===== src/rtl/imem_loader.sv =====
// imem_loader: assembles a big-endian byte stream into 19-bit instructions,
// writes them to consecutive IMEM addresses and holds the CPU until done.
`default_nettype none

module imem_loader #(
  parameter int ADDR_W  = 12,
  parameter int INSTR_W = 19
) (
  input  logic               clk,
  input  logic               rst,
  input  logic               start,
  input  logic               in_valid,
  input  logic [7:0]         in_data,
  output logic               in_ready,
  output logic               im_we,
  output logic [ADDR_W-1:0]  im_addr,
  output logic [INSTR_W-1:0] im_wdata,
  output logic               cpu_hold,
  output logic               busy,
  output logic               done,
  output logic [ADDR_W-1:0]  loaded_count
);

  localparam int HI_W  = INSTR_W - 16;
  localparam int CHI_W = ADDR_W - 8;
  localparam logic [ADDR_W-1:0] ONE = ADDR_W'(1);

  typedef enum logic [2:0] {
    S_IDLE = 3'd0,
    S_HDR0 = 3'd1,
    S_HDR1 = 3'd2,
    S_B0   = 3'd3,
    S_B1   = 3'd4,
    S_B2   = 3'd5,
    S_WR   = 3'd6,
    S_DONE = 3'd7
  } state_t;

  state_t             state_q;
  logic               in_ready_q;
  logic               im_we_q;
  logic [ADDR_W-1:0]  im_addr_q;
  logic [INSTR_W-1:0] im_wdata_q;
  logic               cpu_hold_q;
  logic               busy_q;
  logic               done_q;
  logic [ADDR_W-1:0]  loaded_count_q;
  logic [ADDR_W-1:0]  count_q;
  logic [CHI_W-1:0]   cnt_hi_q;
  logic [HI_W-1:0]    b0_q;
  logic [7:0]         b1_q;

  logic               hs;
  logic [ADDR_W-1:0]  lc_inc;

  assign hs     = in_valid && in_ready_q;
  assign lc_inc = loaded_count_q + ONE;

  // Every output is a register loaded alongside the state that decodes it.
  always_ff @(posedge clk or negedge rst) begin
    if (!rst) begin
      state_q        <= S_IDLE;
      in_ready_q     <= 1'b0;
      im_we_q        <= 1'b0;
      im_addr_q      <= '0;
      im_wdata_q     <= '0;
      cpu_hold_q     <= 1'b1;
      busy_q         <= 1'b0;
      done_q         <= 1'b0;
      loaded_count_q <= '0;
      count_q        <= '0;
      cnt_hi_q       <= '0;
      b0_q           <= '0;
      b1_q           <= '0;
    end else begin
      case (state_q)
        S_IDLE, S_DONE: begin
          if (start) begin
            state_q        <= S_HDR0;
            in_ready_q     <= 1'b1;
            busy_q         <= 1'b1;
            cpu_hold_q     <= 1'b1;
            done_q         <= 1'b0;
            loaded_count_q <= '0;
            im_addr_q      <= '0;
          end
        end
        S_HDR0: begin
          if (hs) begin
            cnt_hi_q <= in_data[CHI_W-1:0];
            state_q  <= S_HDR1;
          end
        end
        S_HDR1: begin
          if (hs) begin
            count_q <= {cnt_hi_q, in_data};
            if ({cnt_hi_q, in_data} == '0) begin
              state_q    <= S_DONE;
              in_ready_q <= 1'b0;
              busy_q     <= 1'b0;
              cpu_hold_q <= 1'b0;
              done_q     <= 1'b1;
            end else begin
              state_q <= S_B0;
            end
          end
        end
        S_B0: begin
          if (hs) begin
            b0_q    <= in_data[HI_W-1:0];
            state_q <= S_B1;
          end
        end
        S_B1: begin
          if (hs) begin
            b1_q    <= in_data;
            state_q <= S_B2;
          end
        end
        S_B2: begin
          if (hs) begin
            im_wdata_q <= {b0_q, b1_q, in_data};
            im_we_q    <= 1'b1;
            in_ready_q <= 1'b0;
            state_q    <= S_WR;
          end
        end
        S_WR: begin
          im_we_q        <= 1'b0;
          loaded_count_q <= lc_inc;
          if (lc_inc == count_q) begin
            state_q    <= S_DONE;
            busy_q     <= 1'b0;
            cpu_hold_q <= 1'b0;
            done_q     <= 1'b1;
          end else begin
            state_q    <= S_B0;
            in_ready_q <= 1'b1;
            im_addr_q  <= im_addr_q + ONE;
          end
        end
        default: begin
          state_q <= S_IDLE;
        end
      endcase
    end
  end

  assign in_ready     = in_ready_q;
  assign im_we        = im_we_q;
  assign im_addr      = im_addr_q;
  assign im_wdata     = im_wdata_q;
  assign cpu_hold     = cpu_hold_q;
  assign busy         = busy_q;
  assign done         = done_q;
  assign loaded_count = loaded_count_q;

endmodule

`default_nettype wire

===== config.mk =====
export PLATFORM = sky130hd
export DESIGN_NAME = imem_loader
export DESIGN_NICKNAME = d
export VERILOG_FILES = /design/src/rtl/imem_loader.sv
export SDC_FILE = /design/constraint.sdc
export NUM_CORES = 1
export LEC_CHECK = 0
export CELL_PAD_IN_SITES_DETAIL_PLACEMENT = 0
export CELL_PAD_IN_SITES_GLOBAL_PLACEMENT = 2
export CORE_MARGIN = 1.5
export CORE_UTILIZATION = 33
export CTS_BUF_LIST = sky130_fd_sc_hd__clkbuf_4
export DETAILED_ROUTE_END_ITERATION = 8
export PLACE_DENSITY = 0.86
export SLEW_MARGIN = 20
export SYNTH_ARGS = -nofsm -noshare
export SYNTH_HDL_FRONTEND = slang
export SYNTH_SLANG_ARGS = --single-unit

===== constraint.sdc =====
create_clock -name clk -period 2.2 [get_ports clk]
set_input_delay 0.66 -clock clk [delete_from_list [all_inputs] [get_ports clk]]
set_output_delay 0.66 -clock clk [all_outputs]
set_load 0.02 [all_outputs]

==> out/qor.log <==
INFO  timing         period_needed=2.26ns
INFO  yosys          synth_fp_nets=360
INFO  die            die_area=0.0122mm²
INFO  die            top_level_i_o_count=60
INFO  yosys          post_synth_instance_area=0.00380mm²
INFO  die            design.core.area=0.0110mm²
INFO  global_route   grt_usage=0.170
INFO  place          count_of_input_and_output_buffers=59
INFO  worst_hold_path min_path_type=input pin to async pin
INFO  final_layout   multiInputGateArea=0.00195mm²
INFO  final_layout   final-seq-area=0.00196mm²
INFO  yosys          synth_area_leader_cell=sky130_fd_sc_hd__dfrtp_1
INFO  power_and_ir_drop p_comb_frac=0.032
INFO  drt            num_vias=3069
INFO  drt            wire_per_inst=15.7µm
INFO  place          preCtsSetupSlack=-0.0906ns
INFO  clock_network  cts-root-buf=sky130_fd_sc_hd__clkbuf_4
INFO  global_route   maximum_number_of_pins_on_one_net_before_global_route_repair=54
INFO  global_route   initial_antenna_violation_count=0
INFO  final_layout   n_fill_cell=1041
INFO  timing         post-route-period-util=1.03
INFO  die            fp.dieH=110µm
INFO  timing         f_max=0.442GHz
INFO  final_layout   final_cell_count_no_fill=609
INFO  yosys          synthesis.instances=345
INFO  power_and_ir_drop static_leak=0.00257µW
INFO  power_and_ir_drop total_power=2550µW
INFO  worst_setup_path startpoint_type=register
INFO  power_and_ir_drop ir_worst_vdd=0.266mV
INFO  yosys          yosysWarningCount=0
INFO  drt            drt_wl_total=9.59mm
INFO  clock_network  insertion_delay=0.44ns
INFO  yosys          post_synth_main_area_contributors=sky130_fd_sc_hd__dfrtp_1 (51%), sky130_fd_sc_hd__mux2_2 (14%), sky130_fd_sc_hd__nand2_1 (4.4%), sky130_fd_sc_hd__xnor2_1 (3.2%), sky130_fd_sc_hd__mux2i_1 (3.2%)
INFO  clock_network  cts_hold_buffers=0
INFO  power_and_ir_drop switchingPower=605µW
INFO  die            floorplan.initialDensity=0.344
INFO  worst_setup_path end_kind=register
INFO  timing         timing.final.max_slew_violations=0
INFO  yosys          yosysSeqAreaShare=0.515
INFO  timing         holdWs=0.0400ns
INFO  yosys          yosys.area.top_type_share=0.508
INFO  timing         timing.final.hold_violations=0
INFO  timing         fin_ws=-0.0604ns
INFO  yosys          ys_ff_latch=78
INFO  worst_setup_path worstPathMaxFanout=5
INFO  run_status     outcome=complete, but fails checks
INFO  timing         worst_slew_margin_rel=0.779
INFO  drt            route.detailed.vias_per_inst=5.04
INFO  timing         finalClockSkew=0.0122ns
INFO  clock_network  cts.path.max_buffers=2
INFO  place          detailedPlacementHpwl=6.92mm
INFO  power_and_ir_drop clock_power_share=0.407
INFO  final_layout   area_delta_synth_final=42.5%
INFO  timing         report.final.setup_viol=12
INFO  place          placed_cells=587
INFO  die            die_w=110µm
INFO  die            row_count=38
INFO  clock_network  cts.htree.levels=3
INFO  power_and_ir_drop cellPowerDensity=472mW/mm²
INFO  timing         grt_setup_unrepaired=true
INFO  run_status     violations_in_the_final_reports=setup timing
INFO  drt            antenna_violating_nets_post_route=0
INFO  global_route   via_count_of_the_first_global_routing_pass=3053
INFO  yosys          async_flop_share=1.00
INFO  yosys          post_synth_edffs=0
INFO  yosys          syn-mean-instance-area=11.0µm²
INFO  timing         tightest_slew=0.330ns
INFO  yosys          synth_common_cells=sky130_fd_sc_hd__dfrtp_1 (77), sky130_fd_sc_hd__mux2_2 (46), sky130_fd_sc_hd__nand2_1 (45)
INFO  yosys          yosysMostFrequentCell=sky130_fd_sc_hd__dfrtp_1
INFO  final_layout   antenna_cells=0
INFO  clock_network  numCtsBuffers=9
INFO  worst_setup_path worst_ep_required_time=2.54ns
INFO  clock_network  clk_pin_slew=0.14ns
INFO  final_layout   fraction_of_final_layout_cells_sized_beyond_drive_strength_1=0.350
INFO  drt            drt_drc_violations_left=0
INFO  worst_setup_path crit_path_cell_trace=ha_4, and3_4, xnor2_2, or4_1, a311oi_2, buf_4, a21oi_4, o32a_1
INFO  worst_setup_path slowest_delay=0.48ns
INFO  clock_network  clock_tree_from_tritoncts=yes
INFO  worst_setup_path slowest_stage=sky130_fd_sc_hd__dfrtp_2
INFO  power_and_ir_drop p_seq_frac=0.562
INFO  yosys          dominantRegCellSynth=sky130_fd_sc_hd__dfrtp_1
INFO  drt            drt_first_pass_iters=4
INFO  clock_network  cts_sinks=78
INFO  worst_setup_path critPathKind=register to register
INFO  final_layout   final_net_count=479
INFO  power_and_ir_drop power.share.switching=0.237
INFO  worst_setup_path data_arrival_at_the_endpoint_of_the_critical_path=2.60ns
INFO  place          gpl.final_weighted_congestion=0.897
INFO  power_and_ir_drop internal_power=1950µW
INFO  yosys          post_synth_num_cell_types=51
INFO  global_route   grt_first_pass_wirelength=15.7mm
INFO  global_route   grt_overflow_total=0
INFO  drt            detail_route.iter0.violations=96
INFO  job            cap_violations=0
-- worst paths after layout --
| path | start | endpoint | slack [ns] | depth (start not counted) |
|---|---|---|---|---|
| max | loaded_count[0]$_DFFE_PN0P_ | in_ready$_DFFE_PN0P_ | -0.06 | 8 |
| min | rst | im_addr[2]$_DFFE_PN0P_ | 0.04 | 1 |
| max reg2reg | loaded_count[0]$_DFFE_PN0P_ | in_ready$_DFFE_PN0P_ | -0.06 | 8 |
| min reg2reg | im_we$_DFFE_PN0P_ | im_we$_DFFE_PN0P_ | 0.50 | 1 |
| max in group asynchronous | rst | loaded_count[3]$_DFFE_PN0P_ | 1.61 | 2 |
| min in group clk | im_we$_DFFE_PN0P_ | im_we$_DFFE_PN0P_ | 0.50 | 1 |
-- metrics by stage --
| stage | util | setup TNS [ns] | cell area, µm² |
|---|---|---|---|
| after floorplan | - | -0.0385 | 3820 |
| after global placement | 0.453 | -0.353 | 4990 |
| after detailed placement | 0.453 | -0.856 | 4990 |
| after CTS | 0.471 | -0.218 | 5200 |
| after global routing | 0.490 | -1.20 | 5410 |
| final | 0.490 | -0.221 | 5410 |
-- power groups by stage --
stage	combinational, µW	sequential (µW)	clock, µW
final	80.9	1430	1040
after global routing	90.5	1430	1120
after CTS	84.0	1430	1070
after detailed placement	83.8	1460	0
after global placement	82.7	1460	0
after floorplan	2.25	1460	0
-- metal layers --
layer | global-route usage | vias up | share of wire
met5 | 0 | - | 0
met4 | 0.0632 | 0 | 0.017
met3 | 0.0388 | 14 | 0.047
met2 | 0.252 | 77 | 0.45
met1 | 0.243 | 1495 | 0.48
li1 | - | 1483 | -
-- sequential cells by signal (all words and copies together), names as in the netlist --
register      flops
im_wdata         19
in_ready          1
cpu_hold          1
b0_q              3
im_we             1
count_q          12
done              1
im_addr          12
busy              1
b1_q              8
state_q           3
loaded_count     12
cnt_hi_q          4
-- cell type report --
class                      count  share of cell area
clock buffer                   9              0.0125
sequential                    78               0.363
tap                          140              0.0324
clock inverter                 7              0.0194
inverter                       5             0.00347
timing repair buffer         124               0.210
multi-input combinational    246               0.360
-- placed cells by master, fill, tap and decap left out, types with 2 or more instances in the layout --
| cell type | count |
|---|---|
| sky130_fd_sc_hd__a2111oi_4 | 2 |
| sky130_fd_sc_hd__a21oi_1 | 3 |
| sky130_fd_sc_hd__a21oi_2 | 4 |
| sky130_fd_sc_hd__a21oi_4 | 5 |
| sky130_fd_sc_hd__a31oi_1 | 3 |
| sky130_fd_sc_hd__and2_1 | 2 |
| sky130_fd_sc_hd__and3_1 | 7 |
| sky130_fd_sc_hd__buf_12 | 3 |
| sky130_fd_sc_hd__buf_4 | 62 |
| sky130_fd_sc_hd__bufinv_16 | 2 |
| sky130_fd_sc_hd__clkbuf_4 | 9 |
| sky130_fd_sc_hd__clkdlybuf4s50_1 | 34 |
| sky130_fd_sc_hd__dfrtp_1 | 70 |
| sky130_fd_sc_hd__dfrtp_2 | 7 |
| sky130_fd_sc_hd__dlygate4sd2_1 | 15 |
| sky130_fd_sc_hd__dlymetal6s2s_1 | 8 |
| sky130_fd_sc_hd__inv_1 | 4 |
| sky130_fd_sc_hd__inv_6 | 2 |
| sky130_fd_sc_hd__mux2_2 | 46 |
| sky130_fd_sc_hd__mux2i_1 | 12 |
| sky130_fd_sc_hd__nand2_1 | 45 |
| sky130_fd_sc_hd__nand2b_1 | 8 |
| sky130_fd_sc_hd__nand3_1 | 13 |
| sky130_fd_sc_hd__nand4_1 | 6 |
| sky130_fd_sc_hd__nor2_1 | 9 |
| sky130_fd_sc_hd__nor3_1 | 6 |
| sky130_fd_sc_hd__nor3b_1 | 2 |
| sky130_fd_sc_hd__nor4_1 | 3 |
| sky130_fd_sc_hd__o21ai_0 | 16 |
| sky130_fd_sc_hd__o22a_1 | 2 |
| sky130_fd_sc_hd__o31ai_1 | 3 |
| sky130_fd_sc_hd__o32a_1 | 2 |
| sky130_fd_sc_hd__or2_2 | 2 |
| sky130_fd_sc_hd__xnor2_1 | 10 |
| sky130_fd_sc_hd__xnor2_2 | 4 |
| sky130_fd_sc_hd__xor2_1 | 4 |
-- cell families after synthesis --
family,share of synthesized area
multiplexers,0.168
buffers and inverters,0.0231
AND/OR/NAND/NOR,0.147
AO/OA/AOI/OAI,0.0956
XOR/XNOR,0.0415
adder cells (fa/ha/maj),0.00989
flip-flops,0.515
-- critical path: cells and delay by family (launching register included) --
family / cells / cell delay (ns)
AOI/OAI and AO/OA: 3 / 0.63
and+or+nand+nor: 2 / 0.57
DFF: 1 / 0.48
buffers and inverters: 1 / 0.20
adders and majority gates: 1 / 0.17
xor gates and xnor gates: 1 / 0.12
-- what timing repair did --
| item | in CTS | in global routing |
|---|---|---|
| setup endpoints to repair | 27 | 25 |
| resized for setup | 24 | 33 |
| hold endpoints to repair | 0 | 0 |
| setup buffers | 4 | 1 |
| pin swaps | 8 | 5 |
| cloned | 0 | 1 |
Note: power is estimated with default switching activity, not from simulation.
